$ cat src/rtl/eth_mdio_phy_resp.sv
// eth_mdio_phy_resp: Clause 22 MDIO responder (PHY side).
// It decodes management frames from MDIO_I and holds a 32 x 16-bit register file.
// Reads are answered on MDIO_O/MDIO_Oe and writes are committed to the register file.
// Everything runs on the rising edge of the MDC clock (Clk).
//
// Every frame, including one for another PHY, ends at edge E18.
// E0 is the edge that samples the last REGAD bit.
//
// Register map:
//   reg 0    : bits 14:0 are writable and bit 15 always reads 0.
//              Writing bit 15 = 1 clears regs 0 and 4..31 one cycle after the commit.
//   regs 1-3 : read-only constants (STATUS_VAL, PHY_ID1, PHY_ID2).
//   regs 4-31: plain read/write storage.
module eth_mdio_phy_resp #(
  parameter logic [4:0]  PHY_ADDR   = 5'd1,
  parameter logic [15:0] PHY_ID1    = 16'h0007,
  parameter logic [15:0] PHY_ID2    = 16'hC0F1,
  parameter logic [15:0] STATUS_VAL = 16'h782D
) (
  input  logic Clk,
  input  logic Rst,
  input  logic MDIO_I,
  output logic MDIO_O,
  output logic MDIO_Oe,
  output logic Frame_Done,
  output logic Frame_Err,
  output logic Busy
);

  typedef enum logic [3:0] {
    S_PRE, S_ST, S_OP, S_PHYAD, S_REGAD, S_TA, S_RD_DATA, S_WR_DATA, S_SKIP
  } state_t;

  state_t      state_q, state_d;
  logic [5:0]  pre_cnt_q, pre_cnt_d;
  logic [4:0]  bit_cnt_q, bit_cnt_d;
  logic        is_rd_q, is_rd_d;
  logic        op_hi_q, op_hi_d;
  logic [9:0]  addr_q, addr_d;
  logic [15:0] shift_q, shift_d;
  logic        o_q, o_d;
  logic        oe_q, oe_d;
  logic        done_q, done_d;
  logic        err_q, err_d;
  logic        soft_clr_q, soft_clr_d;
  logic [15:0] regs_q [32];
  logic [15:0] regs_d [32];

  // REGAD index as it stands once the bit being sampled is shifted in.
  logic [4:0]  rd_idx;
  logic [15:0] rd_val;
  // Register addressed by a write (address is complete long before data).
  logic [4:0]  wr_idx;
  logic [15:0] wr_val;

  assign rd_idx = {addr_q[3:0], MDIO_I};
  assign wr_idx = addr_q[4:0];
  assign wr_val = {shift_q[14:0], MDIO_I};

  // Read map: constants for regs 1-3, reg 0 bit 15 masked, rest from storage.
  always_comb begin
    rd_val = regs_q[rd_idx];
    case (rd_idx)
      5'd0:    rd_val = {1'b0, regs_q[0][14:0]};
      5'd1:    rd_val = STATUS_VAL;
      5'd2:    rd_val = PHY_ID1;
      5'd3:    rd_val = PHY_ID2;
      default: ;
    endcase
  end

  // Frame decoder: next state, line drive, pulses and register file update.
  always_comb begin
    state_d    = state_q;
    pre_cnt_d  = 6'd0;
    bit_cnt_d  = bit_cnt_q + 5'd1;
    is_rd_d    = is_rd_q;
    op_hi_d    = op_hi_q;
    addr_d     = addr_q;
    shift_d    = shift_q;
    o_d        = 1'b1;
    oe_d       = 1'b0;
    done_d     = 1'b0;
    err_d      = 1'b0;
    soft_clr_d = 1'b0;
    regs_d     = regs_q;
    if (soft_clr_q) begin
      for (int i = 0; i < 32; i++) regs_d[i] = 16'h0000;
    end
    unique case (state_q)
      S_PRE: begin
        bit_cnt_d = 5'd0;
        if (MDIO_I) begin
          pre_cnt_d = (pre_cnt_q == 6'd32) ? pre_cnt_q : pre_cnt_q + 6'd1;
        end else if (pre_cnt_q == 6'd32) begin
          state_d = S_ST;
        end
      end
      S_ST: begin
        bit_cnt_d = 5'd0;
        if (MDIO_I) begin
          state_d = S_OP;
        end else begin
          err_d   = 1'b1;
          state_d = S_PRE;
        end
      end
      S_OP: begin
        if (bit_cnt_q == 5'd0) begin
          op_hi_d = MDIO_I;
        end else begin
          bit_cnt_d = 5'd0;
          if (op_hi_q != MDIO_I) begin
            is_rd_d = op_hi_q;
            state_d = S_PHYAD;
          end else begin
            err_d   = 1'b1;
            state_d = S_PRE;
          end
        end
      end
      S_PHYAD: begin
        addr_d = {addr_q[8:0], MDIO_I};
        if (bit_cnt_q == 5'd4) begin
          bit_cnt_d = 5'd0;
          state_d   = S_REGAD;
        end
      end
      S_REGAD: begin
        addr_d = {addr_q[8:0], MDIO_I};
        if (bit_cnt_q == 5'd4) begin
          bit_cnt_d = 5'd0;
          if (addr_q[8:4] == PHY_ADDR) begin
            state_d = S_TA;
            shift_d = rd_val;
          end else begin
            state_d = S_SKIP;
          end
        end
      end
      S_TA: begin
        if (is_rd_q) begin
          oe_d = 1'b1;
          o_d  = (bit_cnt_q == 5'd0) ? 1'b0 : shift_q[15];
        end
        if (bit_cnt_q == 5'd1) begin
          bit_cnt_d = 5'd0;
          if (is_rd_q) begin
            state_d = S_RD_DATA;
            shift_d = {shift_q[14:0], 1'b0};
          end else begin
            state_d = S_WR_DATA;
          end
        end
      end
      S_RD_DATA: begin
        if (bit_cnt_q == 5'd15) begin
          bit_cnt_d = 5'd0;
          done_d    = 1'b1;
          state_d   = S_PRE;
        end else begin
          oe_d    = 1'b1;
          o_d     = shift_q[15];
          shift_d = {shift_q[14:0], 1'b0};
        end
      end
      S_WR_DATA: begin
        shift_d = wr_val;
        if (bit_cnt_q == 5'd15) begin
          bit_cnt_d = 5'd0;
          done_d    = 1'b1;
          state_d   = S_PRE;
          if (wr_idx == 5'd0) begin
            regs_d[0]  = {1'b0, wr_val[14:0]};
            soft_clr_d = wr_val[15];
          end else if (wr_idx > 5'd3) begin
            regs_d[wr_idx] = wr_val;
          end
        end
      end
      S_SKIP: begin
        if (bit_cnt_q == 5'd17) begin
          bit_cnt_d = 5'd0;
          state_d   = S_PRE;
        end
      end
      default: state_d = S_PRE;
    endcase
  end

  // State and register file flops; reset aborts any frame in progress.
  always_ff @(posedge Clk) begin
    if (Rst) begin
      state_q    <= S_PRE;
      pre_cnt_q  <= 6'd0;
      bit_cnt_q  <= 5'd0;
      is_rd_q    <= 1'b0;
      op_hi_q    <= 1'b0;
      addr_q     <= 10'd0;
      shift_q    <= 16'h0000;
      o_q        <= 1'b1;
      oe_q       <= 1'b0;
      done_q     <= 1'b0;
      err_q      <= 1'b0;
      soft_clr_q <= 1'b0;
      for (int i = 0; i < 32; i++) regs_q[i] <= 16'h0000;
    end else begin
      state_q    <= state_d;
      pre_cnt_q  <= pre_cnt_d;
      bit_cnt_q  <= bit_cnt_d;
      is_rd_q    <= is_rd_d;
      op_hi_q    <= op_hi_d;
      addr_q     <= addr_d;
      shift_q    <= shift_d;
      o_q        <= o_d;
      oe_q       <= oe_d;
      done_q     <= done_d;
      err_q      <= err_d;
      soft_clr_q <= soft_clr_d;
      for (int i = 0; i < 32; i++) regs_q[i] <= regs_d[i];
    end
  end

  assign MDIO_O     = o_q;
  assign MDIO_Oe    = oe_q;
  assign Frame_Done = done_q;
  assign Frame_Err  = err_q;
  assign Busy       = (state_q != S_PRE);

endmodule
$ cat config.mk
export PLATFORM = sky130hd
export DESIGN_NAME = eth_mdio_phy_resp
export DESIGN_NICKNAME = d
export VERILOG_FILES = /design/src/rtl/eth_mdio_phy_resp.sv
export SDC_FILE = /design/constraint.sdc
export NUM_CORES = 1
export LEC_CHECK = 0
export CAP_MARGIN = 20
export CORE_AREA = 2 2 225 316
export CTS_CLUSTER_DIAMETER = 30
export DETAILED_ROUTE_END_ITERATION = 10
export DIE_AREA = 0 0 227 318
export HOLD_SLACK_MARGIN = 0.08
export PLACE_DENSITY_LB_ADDON = 0.12
export SYNTH_ARGS = -nofsm -noshare
export SYNTH_HDL_FRONTEND = slang
export SYNTH_SLANG_ARGS = --single-unit
export TNS_END_PERCENT = 10
$ cat constraint.sdc
create_clock -name Clk -period 4.8 [get_ports Clk]
set_clock_uncertainty 0.15 [all_clocks]
set_input_delay 1.44 -clock Clk [delete_from_list [all_inputs] [get_ports Clk]]
set_output_delay 1.44 -clock Clk [all_outputs]
set_load 0.02 [all_outputs]
==> results.py <==
metrics = {
    "place": {
        "dp_hpwl_mm": 61.1,
        "io_buffers": 7,
        "dp.cells": 3544,
        "gp_congestion": 0.968,
        "pre_cts_ws_ns": 0.822,
    },
    "cts": {
        "cts_resized": 0,
        "clock_sinks": 510,
        "hold_buffers": 0,
        "numCtsBuffers": 109,
        "post-cts-setup-buffer-count": 0,
        "root_buffer": "clkbuf_16",
        "cts_tree": "yes",
        "clock_path_buffers": 3,
        "clock_latency_ns": 0.67,
        "cts.clk_slew.worst_paths_ns": 0.05,
        "htree_levels": 3,
    },
    "worst_setup_path": {
        "rrSetupSlack_ns": 1.13,
        "r2r_end": "shift_q[2]",
        "cp_num_cells": 3,
        "cp.required_ns": 3.21,
        "cp_cell_sequence": "nor2_1 -> nand2_1 -> clkdlybuf4s50_1",
        "crit_path_start": "state_q[1]",
        "critPathMaxStageDelay_ns": 0.73,
        "crit_type": "flop to output port",
        "cp-endpoint": "Busy",
        "critPathBufInv": 1,
        "worstPathArrival_ns": 2.41,
        "endpoint_kind": "output port",
        "crit_slowest_cell": "dfxtp_1",
        "r2r-start": "bit_cnt_q[0]",
        "worst_setup_path_start_kind": "flop",
        "crit_family": "flip-flops",
        "worstRegToRegCells": 10,
        "crit_fanout": 21,
    },
    "logic_synthesis": {
        "syn_area_sq_um": 24100,
        "synth-edff-count": 0,
        "synth_fp_nets": 2811,
        "yosys.cell_types.count": 69,
        "ys_ff_latch": 510,
        "yosysWarnings": 0,
        "syn_avg_cell_area_sq_um": 8.60,
        "ys_seq_area_share_pct": 42.4,
        "ys_async_sr_fraction_pct": 0,
        "ys.flop_type": "dfxtp_1",
        "netlist_instances": 2801,
    },
    "timing": {
        "min_period_over_period_pct": 83.3,
        "timing.hold.ws_ns": 0.312,
        "period_needed_ns": 4.00,
        "worst_slew_pin_slew_ns": 1.18,
        "rsz0062_at_grt": "false",
        "setup-violations-final": 0,
        "max_freq_mhz": 250,
        "finalHoldViolCount": 0,
        "maxSlewHeadroom_pct": 21.0,
        "maxSlewViolCount": 0,
        "fin_ws_ns": 0.801,
        "finalSetupTns_ns": 0,
    },
    "detailed_routing": {
        "drcViolationCount": 0,
        "ant_nets": 0,
        "first_pass_iters": 6,
        "routed_wl_mm": 100,
        "via_count": 21900,
        "drt_iter0_drc": 2190,
        "viasPerCell": 5.85,
        "wire_per_inst_um": 26.8,
    },
    "die": {
        "start_util_pct": 34.6,
        "core-area_sq_um": 69600,
        "die_area_sq_um": 72200,
        "num_rows": 115,
        "fp.dieW_um": 227,
        "ios": 8,
        "die_y_um": 318,
    },
    "power_and_ir_drop": {
        "power_mw": 12.0,
        "power_density_nw_per_um2": 416,
        "ir_worst_vdd_v": 0.000294,
        "power_leakage_nw": 9.06,
    },
    "global_route": {
        "grt_pass1_vias": 21100,
        "grt_pass1_wl_mm": 147,
        "antenna_found_initial": 2,
        "globalRoute.totalOverflow": 0,
        "grt_max_degree": 245,
        "grt_usage_pct": 27.5,
    },
    "run_status": {
        "outcome": "completed",
    },
    "min_path": {
        "min_path_type": "flop to flop",
    },
    "layout": {
        "nets": 2729,
        "area_delta_synth_final_pct": 19.7,
        "drive_above_1_share_pct": 14.7,
        "antenna_cells": 0,
        "final_cells": 3746,
    },
    "flow_run": {
        "cap_violations": 0,
    },
}
## layer usage
layer | track usage, % | part of all wire (%)
met5 | 0 | 0.012
met4 | 16.4 | 6.2
met1 | 33.4 | 39
met3 | 5.47 | 6.6
met2 | 44.8 | 48
## placed cells by master, fill, tap and decap left out, drive strengths merged, types with 11 or more instances in the layout
| cell | n |
|---|---|
| buf | 88 |
| a21oi | 479 |
| a31oi | 11 |
| nor3b | 65 |
| clkinv | 32 |
| nand3 | 45 |
| dfxtp | 510 |
| mux2i | 52 |
| nand3b | 387 |
| nor2b | 15 |
| nor2 | 156 |
| clkbuf | 135 |
| o21ai | 15 |
| nor3 | 27 |
| a22o | 17 |
| o22ai | 14 |
| inv | 32 |
| clkinvlp | 11 |
| nand2 | 463 |
| a211oi | 13 |
| mux4 | 84 |
## where the power goes
part / total (mW) / switching [mW] / internal (mW)
logic: 0.222 / 0.161 / 0.0602
clock network: 7.52 / 2.61 / 4.91
registers: 4.26 / 0.0102 / 4.25
total: 12.0 / 2.78 / 9.21
## kinds of logic after synthesis
group                      synth area share (%)
and+or+nand+nor                            27.2
AOI/OAI and AO/OA                          14.3
DFF                                        42.4
buffers and inverters                      4.88
muxes                                      10.5
xor gates and xnor gates                  0.291
adders and majority gates                 0.364
## worst register-to-register path, stage by stage, from the launching register on
cell       delay, ns
dfxtp_1         0.35
ha_1            0.24
nand3_1         0.11
inv_1           0.05
ha_1            0.32
nand2b_1        0.21
o211a_1         0.15
or4b_1          0.79
or2_0           0.72
a2111oi_2       0.44
a21o_1          0.13
## cells in the mapped netlist, types with 8 or more instances
master	n	area, sq um
o21ai_0	15	75.1
mux2_2	10	113
mux2i_1	52	521
nor3_1	27	135
a22oi_1	9	67.6
a22o_1	17	149
nand2_1	463	1740
dfxtp_1	510	10200
nand3_1	45	225
nand2b_1	10	62.6
nand3b_1	387	2910
a211oi_1	13	97.6
inv_1	15	56.3
buf_2	33	165
a31oi_1	11	68.8
nor2b_1	15	93.8
mux4_2	84	1890
nor2_1	155	582
clkbuf_1	241	905
buf_1	13	48.8
nor3b_1	64	480
nand4_1	8	50.1
a21oi_1	479	2400
o22ai_1	14	87.6
## metrics by stage
stage	utilization [%]	instance area [sq um]
after floorplan	-	24100
after global placement	36.0	25100
after detailed placement	36.1	25100
after CTS	41.4	28800
after global routing	41.4	28800
final	41.4	28800
## flip-flops by register name (all words and copies together) (netlist names), 4 cells and up
name and flops:
addr_q 9, bit_cnt_q 5, pre_cnt_q 6, regs_q 463
state_q 4, shift_q 16
## area by class of cell
cell class              instances  area [sq um]
clock inverters                68           699
fillers                      6913         40800
inverters                      15          56.3
clock buffers                 134          3010
multi-input cells            1989         12800
well taps                     936          1170
flip-flops and latches        510         10200
repair buffers                 94           865
## worst min-delay path by stage
stage	start	to	slack, ns	cells after the start
3_5_place_dp	regs_q[353]	regs_q[353]	0.30	2
6_report	regs_q[353]	regs_q[353]	0.31	2
2_1_floorplan	regs_q[96]	regs_q[96]	0.28	2
3_3_place_gp	regs_q[353]	regs_q[353]	0.30	2
5_1_grt	regs_q[356]	regs_q[356]	0.33	2
4_1_cts	regs_q[353]	regs_q[353]	0.31	2
Note: power is estimated with default switching activity, not from simulation.
